===== src/rtl/mult_control.sv =====
// mult_control: sequencer for a shift-and-add unsigned multiplier built
// around an external combinational Adder (two WIDTH-bit operands, WIDTH+1-bit
// sum). A start request latches both operands. The block then drives the
// Adder once per cycle for WIDTH iterations, accumulating a 2*WIDTH-bit
// product, and raises Done for one cycle when the product is final.
//
// Ports:
//   Clk            system clock, rising edge
//   Reset_n        synchronous active-low reset
//   St             start request, honoured only in IDLE
//   Multiplicando  multiplicand, captured on the accepting edge
//   Multiplicador  multiplier, captured on the accepting edge
//   OperandoA/B    operands driven to the external Adder
//   Soma           WIDTH+1-bit sum returned by the Adder
//   Produto        product register
//   Busy           high while iterating
//   Done           one-cycle completion pulse
module mult_control #(
  parameter int WIDTH = 16
) (
  input  logic               Clk,
  input  logic               Reset_n,
  input  logic               St,
  input  logic [WIDTH-1:0]   Multiplicando,
  input  logic [WIDTH-1:0]   Multiplicador,
  output logic [WIDTH-1:0]   OperandoA,
  output logic [WIDTH-1:0]   OperandoB,
  input  logic [WIDTH:0]     Soma,
  output logic [2*WIDTH-1:0] Produto,
  output logic               Busy,
  output logic               Done
);

  localparam int CW = $clog2(WIDTH + 1);
  localparam logic [CW-1:0] CNT_LAST = CW'(WIDTH - 1);

  typedef enum logic [1:0] {
    S_IDLE = 2'd0,
    S_CALC = 2'd1,
    S_DONE = 2'd2
  } state_t;

  state_t             state_q, state_d;
  logic [2*WIDTH-1:0] p_q, p_d;
  logic [WIDTH-1:0]   mcand_q, mcand_d;
  logic [CW-1:0]      cnt_q, cnt_d;

  // State and datapath registers.
  always_ff @(posedge Clk) begin
    if (!Reset_n) begin
      state_q <= S_IDLE;
      p_q     <= '0;
      mcand_q <= '0;
      cnt_q   <= '0;
    end else begin
      state_q <= state_d;
      p_q     <= p_d;
      mcand_q <= mcand_d;
      cnt_q   <= cnt_d;
    end
  end

  // Next-state logic.
  always_comb begin
    state_d = state_q;
    unique case (state_q)
      S_IDLE:  if (St) state_d = S_CALC;
      S_CALC:  if (cnt_q == CNT_LAST) state_d = S_DONE;
      S_DONE:  state_d = S_IDLE;
      default: state_d = S_IDLE;
    endcase
  end

  // Datapath update. The high half of P is the running partial sum and the
  // low half is the multiplier, which is shifted out LSB first. The adder
  // carry Soma[WIDTH] lands in P[2*WIDTH-1] after the shift, so no bit of
  // the product is lost.
  always_comb begin
    p_d     = p_q;
    mcand_d = mcand_q;
    cnt_d   = cnt_q;
    unique case (state_q)
      S_IDLE: begin
        if (St) begin
          p_d     = {{WIDTH{1'b0}}, Multiplicador};
          mcand_d = Multiplicando;
          cnt_d   = '0;
        end
      end
      S_CALC: begin
        if (p_q[0]) p_d = {Soma, p_q[WIDTH-1:1]};
        else        p_d = {1'b0, p_q[2*WIDTH-1:1]};
        cnt_d = cnt_q + 1'b1;
      end
      default: ;
    endcase
  end

  // Outputs. Outside CALC the Adder sees zeros.
  always_comb begin
    OperandoA = '0;
    OperandoB = '0;
    Busy      = 1'b0;
    Done      = 1'b0;
    unique case (state_q)
      S_CALC: begin
        OperandoA = p_q[2*WIDTH-1:WIDTH];
        OperandoB = p_q[0] ? mcand_q : '0;
        Busy      = 1'b1;
      end
      S_DONE:  Done = 1'b1;
      default: ;
    endcase
  end

  assign Produto = p_q;

endmodule


===== config.mk =====
export PLATFORM = sky130hd
export DESIGN_NAME = mult_control
export DESIGN_NICKNAME = d
export VERILOG_FILES = /design/src/rtl/mult_control.sv
export SDC_FILE = /design/constraint.sdc
export NUM_CORES = 1
export LEC_CHECK = 0
export BUFFER_PORTS_ARGS = -buffer_cell sky130_fd_sc_hd__buf_2
export CAP_MARGIN = 10
export CORE_ASPECT_RATIO = 0.9
export CORE_MARGIN = 2
export CORE_UTILIZATION = 46
export DETAILED_ROUTE_END_ITERATION = 12
export PLACE_DENSITY_LB_ADDON = 0.12
export SETUP_SLACK_MARGIN = 0.05
export SLEW_MARGIN = 5
export SYNTH_ARGS = -nofsm -noshare
export SYNTH_HDL_FRONTEND = slang
export SYNTH_SLANG_ARGS = --single-unit
export TNS_END_PERCENT = 20

===== constraint.sdc =====
create_clock -name Clk -period 1.4 [get_ports Clk]
set_input_delay 0.21 -clock Clk [delete_from_list [all_inputs] [get_ports Clk]]
set_output_delay 0.21 -clock Clk [all_outputs]
set_load 0.05 [all_outputs]

==> results of run 1 <==
==> cell families (layout without fill, tap and decap cells) <==
group / count (synthesis) / in the layout / synth area share (%)
adders and majority gates: 2 / 2 / 0.992
and+or+nand+nor: 117 / 117 / 23.1
AOI/OAI and AO/OA: 86 / 86 / 19.7
DFF: 55 / 55 / 43.7
buffers and inverters: 28 / 150 / 5.85
muxes: 15 / 15 / 6.70
==> cells in the final DEF, fill, tap and decap left out, types with 2 or more instances in the layout <==
cell	count
mux2_4	8
clkbuf_8	5
and3_1	2
buf_6	6
o21ai_0	15
nor2_1	18
a21oi_1	47
nand2_1	48
buf_8	33
and2_4	14
and3_4	16
dfxtp_1	51
buf_4	13
a31oi_1	2
buf_2	83
nand3_1	4
buf_12	4
ha_1	2
a22oi_2	9
a22oi_1	6
dfxtp_2	3
and2_2	2
nand2_2	2
mux2_2	7
inv_1	2
==> final cells by class <==
cell class / instances / area [sq um]
clock buffer: 6 / 72.6
multi-input combinational: 220 / 1490
tap: 67 / 83.8
inverter: 3 / 18.8
fill: 389 / 1340
clock inverter: 2 / 12.5
sequential: 55 / 1110
timing repair buffer: 139 / 1160
==> critical path, delay by kind of cell (launching register included) <==
kind | cells | cell delay, ns
buffers and inverters | 3 | 0.36
AND/OR/NAND/NOR | 2 | 0.35
flip-flops | 1 | 0.33
==> registers in the layout (all words and copies together) (netlist names) <==
register	cells
cnt_q	5
state_q	2
mcand_q	16
Produto	32
==> path summary, 6_finish.rpt <==
check	slack (ns)	end
worst min register to register	0.46	mcand_q[15]
worst max-delay path	-0.15	OperandoB[13]
worst max register to register	0.02	Produto[17]
worst min-delay path	0.13	mcand_q[15]
==> layer usage <==
| layer | share of wire [%] | GRT usage [%] |
|---|---|---|
| met1 | 43 | 28.5 |
| met2 | 50 | 43.0 |
| met3 | 6.1 | 4.37 |
| met4 | 0.75 | 4.44 |
| met5 | 0 | 0 |
==> per-stage QoR <==
step | hold WS [ns] | setup WS, ns | power, mW | cell area [sq um]
2_1_floorplan | 0.334 | -0.0580 | 2.32 | 2630
3_3_place_gp | 0.439 | 0.0349 | 2.55 | 3300
3_5_place_dp | 0.444 | 0.0131 | 2.56 | 3300
4_1_cts | 0.122 | -0.218 | 3.53 | 3910
5_1_grt | 0.131 | -0.201 | 3.66 | 3940
6_report | 0.129 | -0.149 | 3.50 | 3940
==> where the power goes <==
part,internal [mW],switching (mW),total [mW],leakage [nW]
Combinational,0.355,0.561,0.916,1.30
Clock,0.351,0.499,0.850,0.0412
Sequential,1.65,0.0832,1.74,0.452
Total,2.36,1.14,3.50,1.79
==> what timing repair did <==
action                     CTS  global route
gates cloned                 2             0
buffers inserted             5             0
pin swaps                   11             5
setup endpoints to repair   43            68
resized for setup          126            28
==> summary.txt, run 1 <==
Worst setup path
  • Setup crit end kind: output port
  • Worst path cell trace: nand2b_4, inv_8, buf_12, and3_4, buf_8
  • CP Launch Point: state_q[1]
  • Largest stage delay, worst path: 0.33 ns
  • CP max stage cell: dfxtp_2
  • Crit start category: register
  • Worst R2R Path Depth: 4
  • Worst EP required: 1.19 ns
  • Worst Path Arrival: 1.34 ns
  • R2r startpoint: Produto[0]
  • CP Class: register to output port
  • CP Max Fanout: 13

Clock tree
  • Hold_buf cts: 0
  • H-tree depth: 2
  • CTS tree: built
  • Clk sinks: 55
  • Clock Tree Buf Depth: 2
  • CTS root buf: clkbuf_8
  • Num CTS Buffers: 5
  • Clk_lat worst skew: 0.30 ns
  • CTS clk-pin slew, worst paths: 0.10 ns

Pwr
  • Static Leak: 1.79 nW
  • Pwr/cell area: 888 nW/um^2
  • Max VDD drop: 0.000700 V

Global routing
  • Gr ovfl total: 0
  • Initial antenna violation count: 0
  • First-pass GRT wire length: 11100 microns
  • Total track usage: 23.3%
  • Largest net degree at the start of global routing: 28
  • Number of global-route vias before repair: 2340

Outcome
  • Outcome: finished, violations left
  • Failing checks: negative setup slack

Detailed routing
  • Drt pass-1 iters: 4
  • Via-per-instance ratio: 5.34
  • Via count: 2626
  • DRC: 0
  • Iter 0 DRT Violations: 113
  • Drt total wl: 7330 microns
  • Antenna-violating nets left: 0
  • DR WL/cell: 14.9 microns

Synth
  • Most frequent cell after synthesis: dfxtp_1
  • Seq cells post-synth: 55
  • Primary FF master, synth: dfxtp_1
  • Top post-synthesis cells by count: 55 x dfxtp_1, 50 x nand2_1, 47 x a21oi_1
  • Register area share after synthesis: 43.7%
  • Mapped Area: 2520 sq um
  • Yosys top cell area share: 43.7%
  • Ys async rst share: 0%
  • Post-Synthesis Cells: 303
  • Synth unique cells: 35
  • Synth top area cells: dfxtp_1 44%, a21oi_1 9.3%, nand2_1 7.4%
  • Yosys top cell by area: dfxtp_1
  • Avg Inst Size Synth: 8.32 sq um
  • Net Count, Synth: 357
  • Post-synth EDFFs: 0
  • Ys Warns: 0

Floorplan
  • Number of core rows: 25
  • DIE AREA: 6090 sq um
  • DIE HEIGHT: 74.3 microns
  • I/O Pins: 118
  • Die width: 82.1 microns
  • Starting Density: 47.7%
  • Core region area: 5290 sq um

Cells and area
  • Area Growth Syn to Fin: 56.3%
  • Share of post-route cells with drive strength above 1: 51.3%
  • Final #Nets: 478
  • Non-Filler Instances: 492
  • Ant diodes: 0
  • Post-layout util: 74.6%

Hold path
  • Worst min path class: input pin to register
  • Hold path depth: 3
  • Worst hold start: Multiplicando[15]

Timing
  • RSZ-0062 raised after global routing: true
  • Setup TNS: -3.89 ns
  • Minimum clock period: 1.55 ns
  • Slew HR: 80.6%
  • Setup skew after layout: 0.00789 ns
  • Slew @ Worst Pin: 0.291 ns
  • Min setup slack post-route: -0.149 ns
  • Final Cycle Share: 111%
  • Slew Limit Fails: 0
  • Final hold violations: 0
  • Fmax: 646 MHz
  • Final setup vio count: 33

Place
  • IO buf count: 117
  • Inst Count DP: 480
  • Detail Placement HPWL: 4460 microns
  • GPL Wtd Cong: 0.715

Run
  • # Max-Cap Violations: 0
Power figures use the tool's default switching activity.
==> run 2: changes to the inputs <==
Settings changed: RECOVER_POWER set to 50.
==> run 2 against run 1 <==
The run still ends with negative setup slack left. Flip-flop and latch count stayed put. Total power decreased by 0.13%. Combinational power shrank 0.7%. Sequential share of layout area barely moved. Routed wire length down 0.41%. Design area down 0.13%.
==> summary.txt, run 2 (synthesis results as in run 1) <==
Global routing
  • Number of global-route vias before repair: 2340 (unchanged)
  • Largest net degree at the start of global routing: 28 (unchanged)
  • Initial antenna violation count: 0 (unchanged)
  • Gr ovfl total: 0 (unchanged)
  • Total track usage: 23.3% (unchanged)
  • First-pass GRT wire length: 11100 microns (unchanged)

Worst setup path
  • Worst Path Arrival: 1.34 ns (about the same)
  • CP Buf/Inv Count: 3 (unchanged)
  • Largest stage delay, worst path: 0.33 ns (about the same)
  • R2r startpoint: Produto[0]
  • Crit start category: register
  • CP Launch Point: state_q[1]
  • Worst path cell trace: nand2b_4, inv_8, buf_12, and3_4, buf_8
  • CP top delay family: buffers and inverters
  • Worst EP required: 1.19 ns (about the same)
  • CP Class: register to output port
  • CP max stage cell: dfxtp_2
  • Setup crit end kind: output port
  • CP Max Fanout: 13 (unchanged)

Outcome
  • Outcome: finished, violations left
  • Failing checks: negative setup slack

Timing
  • Slew Limit Fails: 0 (unchanged)
  • Min setup slack post-route: -0.148 ns (+0.000307 ns)
  • Setup TNS: -3.86 ns (+0.0230 ns)
  • Final setup vio count: 33 (unchanged)
  • Slew @ Worst Pin: 0.278 ns (-0.0132 ns)
  • Slew HR: 81.4% (+0.77 points)
  • RSZ-0062 raised after global routing: true
  • Setup skew after layout: 0.00772 ns (-0.000163 ns)
  • Final Cycle Share: 111% (about the same)
  • Fmax: 646 MHz (about the same)
  • Hold slack: 0.130 ns (+0.000126 ns)
  • Minimum clock period: 1.55 ns (-0.000307 ns)
  • Final hold violations: 0 (unchanged)

Clock tree
  • Clk sinks: 55 (unchanged)
  • Clock Tree Buf Depth: 2 (unchanged)
  • Num CTS Buffers: 5 (unchanged)
  • Hold_buf cts: 0 (unchanged)
  • CTS root buf: clkbuf_8
  • CTS clk-pin slew, worst paths: 0.10 ns (about the same)
  • Clk_lat worst skew: 0.30 ns (about the same)
  • CTS tree: built
  • H-tree depth: 2 (unchanged)

Hold path
  • Worst min path class: input pin to register
  • Worst hold start: Multiplicando[15]

Floorplan
  • Core region area: 5290 sq um (unchanged)
  • DIE AREA: 6090 sq um (unchanged)
  • Starting Density: 47.7% (unchanged)
  • Number of core rows: 25 (unchanged)
  • I/O Pins: 118 (unchanged)
  • Die width: 82.1 microns (unchanged)
  • DIE HEIGHT: 74.3 microns (unchanged)

Cells and area
  • Max reg flops: 32 (unchanged)
  • Most frequent cells in the layout: 62 x buf_2, 51 x dfxtp_1, 48 x nand2_1
  • Filler instances: 391 (+0.51%)
  • Final #Nets: 478 (unchanged)
  • Fin area: 3940 sq um (-0.13%)
  • Commonest non-fill, non-tap cell in the layout: buf_2
  • Share of post-route cells with drive strength above 1: 51.3% (unchanged)
  • Area Growth Syn to Fin: 56.2%
  • Ant diodes: 0 (unchanged)

Pwr
  • Switching Fraction: 32.7% (+0.043 points)
  • Static Leak: 1.78 nW (-0.75%)
  • Gate power share: 26.0% (about the same)
  • Sequential power share: 49.7% (about the same)
  • Clk pwr share: 24.3% (about the same)
  • Net Sw Power: 1.14 mW (about the same)
  • Cell-internal power: 2.35 mW (-0.19%)
  • Max VDD drop: 0.000699 V (-0.18%)
  • Pwr/cell area: 888 nW/um^2 (about the same)

Place
  • IO buf count: 117 (unchanged)
  • GPL Wtd Cong: 0.715 (unchanged)
  • DP Worst Slack: 0.0131 ns (unchanged)
  • Placed inst area: 3300 sq um (unchanged)
  • Detail Placement HPWL: 4460 microns (unchanged)

Detailed routing
  • Via-per-instance ratio: 5.33 (-0.23%)
  • Via count: 2620 (-0.23%)
  • Drt total wl: 7300 microns (-0.41%)
  • DR WL/cell: 14.8 microns (-0.41%)
  • DRC: 0 (unchanged)
  • Drt pass-1 iters: 4 (unchanged)
  • Iter 0 DRT Violations: 98 (-13%)
  • Antenna-violating nets left: 0 (unchanged)

Run
  • # Max-Cap Violations: 0 (unchanged)
==> run 2: changes by cell type in the layout (fill, tap and decap cells not counted) <==
| cell | previous run | this run |
|---|---|---|
| clkbuf_2 | 0 | 23 |
| buf_4 | 13 | 11 |
| buf_2 | 83 | 62 |
==> run 2: per-stage QoR <==
step	utilization, %	std cells	total power [mW]
after global placement	62.5	480	2.55
after floorplan	-	303	2.32
after CTS	74.0	495	3.53
after global routing	74.5	492	3.66
final	74.5	492	3.50
after detailed placement	62.5	480	2.56
==> run 2: cell type report <==
cell class / count / area (sq um) / area share (%)
inverters: 3 / 18.8 / 0.476
repair buffers: 139 / 1150 / 29.2
multi-input cells: 220 / 1490 / 37.9
well taps: 67 / 83.8 / 2.13
clock inverters: 2 / 12.5 / 0.318
clock buffers: 6 / 72.6 / 1.84
flip-flops and latches: 55 / 1110 / 28.1
==> run 2: worst paths after layout <==
path                         to  slack (ns)  cells past startpoint
hold / removal      mcand_q[15]        0.13                      3
setup reg to reg    Produto[17]        0.02                      4
hold reg to reg      mcand_q[3]        0.46                      2
setup / recovery  OperandoB[13]       -0.15                      5
==> run 2: power groups by stage <==
| stage | Combinational (mW) | Clock [mW] | Sequential [mW] |
|---|---|---|---|
| after detailed placement | 0.780 | 0 | 1.78 |
| after CTS | 0.914 | 0.880 | 1.73 |
| final | 0.910 | 0.850 | 1.74 |
| after global routing | 0.976 | 0.933 | 1.75 |
| after floorplan | 0.397 | 0 | 1.93 |
| after global placement | 0.770 | 0 | 1.78 |
==> run 2: routing by layer <==
layer  GRT usage, %  up-vias  part of all wire, %
li1               -     1291                    -
met1           28.5     1234                   43
met2           43.0       90                   51
met3           4.37        5                  6.0
met4           4.44        0                 0.48
met5              0        -                    0
==> run 2: worst reg2reg max path: stages (launching register included) <==
cell	delay (ns)
dfxtp_4	0.51
buf_12	0.22
mux2_4	0.33
a22oi_2	0.15
nor2_1	0.07
==> run 2: repair_timing <==
item | 4_1_cts | 5_1_grt
pin swaps | 11 | 5
gates resized for setup | 126 | 28
cloned | 2 | 0
setup endpoints to repair | 43 | 68
buffers inserted | 5 | 0
==> run 3: changes to the inputs <==
--- a/constraint.sdc
+++ b/constraint.sdc
@@ -3,2 +3,2 @@
 set_output_delay 0.21 -clock Clk [all_outputs]
-set_load 0.05 [all_outputs]
+set_load 0.005 [all_outputs]
==> run 3 against run 2 <==
The flow still finishes with violations (negative setup slack). Register-to-register slack worse by 0.03 ns. Sequential power hardly changed. Routed wire length is 0.49% lower. Critical path depth is 1 higher. Flip-flop and latch count stayed put. Die area stayed put. Hold slack worse by 0.0048 ns. Total power is 0.75% lower. Setup slack worse by 0.033 ns. Largest power group unchanged. Highest routed layer unchanged.
==> summary.txt, run 3 (synthesis results as in run 1) <==
Cells and area
  • Filler instances: 459 (+17%)
  • Max reg flops: 32 (unchanged)
  • Area of the multi-input gates: 1390 sq um (-7.1%)
  • Final #Nets: 486 (+1.7%)
  • Most frequent cells in the layout: 79 x buf_2, 50 x dfxtp_1, 49 x nand2_1
  • Share of post-route cells with drive strength above 1: 42.4% (-8.9 points)
  • Ant diodes: 0 (unchanged)
  • Area Growth Syn to Fin: 48.2%
  • Post-layout util: 70.7% (-3.8 points)
  • Register area: 1110 sq um (+0.11%)
  • Commonest non-fill, non-tap cell in the layout: buf_2

Clock tree
  • CTS root buf: clkbuf_8
  • Num CTS Buffers: 5 (unchanged)
  • CTS clk-pin slew, worst paths: 0.10 ns (about the same)
  • CTS tree: built
  • Clock Tree Buf Depth: 2 (unchanged)
  • Clk sinks: 55 (unchanged)
  • Hold_buf cts: 0 (unchanged)
  • H-tree depth: 2 (unchanged)
  • Clk_lat worst skew: 0.30 ns (about the same)

Detailed routing
  • Drt pass-1 iters: 4 (unchanged)
  • Antenna-violating nets left: 0 (unchanged)
  • Via count: 2633 (+0.50%)
  • DRC: 0 (unchanged)
  • Drt total wl: 7270 microns (-0.49%)
  • DR WL/cell: 14.6 microns (-1.9%)
  • Iter 0 DRT Violations: 106 (+8.2%)
  • Via-per-instance ratio: 5.28 (-0.91%)

Timing
  • Minimum clock period: 1.58 ns (+0.0334 ns)
  • Setup skew after layout: 0.00763 ns (-0.0000884 ns)
  • Slew @ Worst Pin: 0.255 ns (-0.0232 ns)
  • RSZ-0062 raised after global routing: true
  • Final setup vio count: 34 (+3.0%)
  • Setup TNS: -4.13 ns (-0.267 ns)
  • Fmax: 632 MHz (-2.1%)
  • Final hold violations: 0 (unchanged)
  • Min setup slack post-route: -0.182 ns (-0.0334 ns)
  • Slew Limit Fails: 0 (unchanged)
  • Final Cycle Share: 113% (+2.4 points)
  • Slew HR: 82.9% (+1.6 points)

Worst setup path
  • CP Buf/Inv Count: 4 (+1)
  • Largest stage delay, worst path: 0.34 ns (about the same)
  • CP max stage cell: dfxtp_2
  • Setup crit end kind: output port
  • CP Max Fanout: 5 (-8)
  • Worst Path Arrival: 1.37 ns (+0.03 ns)
  • CP Class: register to output port
  • Crit start category: register
  • Worst path cell trace: nand2b_4, inv_6, buf_6, buf_12, and3_1, buf_2
  • Worst EP required: 1.19 ns (about the same)
  • CP top delay family: buffers and inverters

Place
  • GPL Wtd Cong: 0.739 (+3.3%)
  • Detail Placement HPWL: 4200 microns (-5.7%)
  • DP Worst Slack: 0.0871 ns (+0.0739 ns)
  • IO buf count: 117 (unchanged)

Floorplan
  • Die width: 82.1 microns (unchanged)
  • DIE HEIGHT: 74.3 microns (unchanged)
  • DIE AREA: 6090 sq um (unchanged)
  • Core region area: 5290 sq um (unchanged)
  • Number of core rows: 25 (unchanged)
  • Starting Density: 47.7% (unchanged)
  • I/O Pins: 118 (unchanged)

Pwr
  • Pwr Total: 3.47 mW (-0.75%)
  • Pwr/cell area: 929 nW/um^2 (+4.6%)
  • Static Leak: 1.71 nW (-3.4%)
  • Max VDD drop: 0.000647 V (-7.5%)

Global routing
  • Initial antenna violation count: 0 (unchanged)
  • Total track usage: 23.7% (+0.33 points)
  • First-pass GRT wire length: 11100 microns (+0.50%)
  • Largest net degree at the start of global routing: 37 (+32%)
  • Number of global-route vias before repair: 2275 (-2.8%)
  • Gr ovfl total: 0 (unchanged)

Outcome
  • Failing checks: negative setup slack
  • Outcome: finished, violations left

Run
  • # Max-Cap Violations: 0 (unchanged)

Hold path
  • Worst min path class: input pin to register
-- run 3: tightest hold or removal path, cell delays in order --
cell and delay [ns]:
buf_2 0.09, nand2_1 0.05, a21oi_1 0.05
-- run 3: what timing repair did --
item	4_1_cts	5_1_grt
setup buffers	10	2
pin swaps	9	7
resized for setup	24	39
setup endpoints to repair	33	59
endpoints found under the hold margin	0	0
cloned	5	0
-- run 3: where the power goes --
group / total, mW / leakage [nW] / internal (mW) / switching, mW
Sequential: 1.72 / 0.453 / 1.65 / 0.0673
Combinational: 0.730 / 1.21 / 0.372 / 0.358
Clock: 1.02 / 0.0513 / 0.525 / 0.495
Total: 3.47 / 1.71 / 2.55 / 0.920
-- run 3: area by class of cell --
type | instances | share of cell area (%)
timing repair buffer | 147 | 27.8
clock inverter | 1 | 0.803
inverter | 3 | 0.435
tap | 67 | 2.24
sequential | 55 | 29.7
clock buffer | 6 | 1.94
multi-input combinational | 220 | 37.0
-- run 3: worst paths after layout --
path	from	endpoint	slack [ns]	depth (start not counted)
worst max register to register	state_q[1]	cnt_q[3]	-0.01	6
worst max-delay path	state_q[1]	OperandoB[7]	-0.18	6
worst min-delay path	Multiplicador[0]	Produto[0]	0.12	3
worst min register to register	mcand_q[0]	mcand_q[0]	0.46	2
-- run 3: metal layers --
metal	up-vias	global-route usage [%]	wire (microns)
met1	1212	32.4	3200
met5	-	0	0
met4	0	5.00	68
met2	107	39.1	3420
met3	7	4.61	574
li1	1307	-	-
-- run 3: stage by stage --
stage	cells	area [sq um]	hold slack, ns
global route	499	3740	0.128
detailed placement	477	3220	0.446
finish	499	3740	0.125
floorplan	303	2520	0.344
global placement	477	3220	0.438
CTS	499	3650	0.126
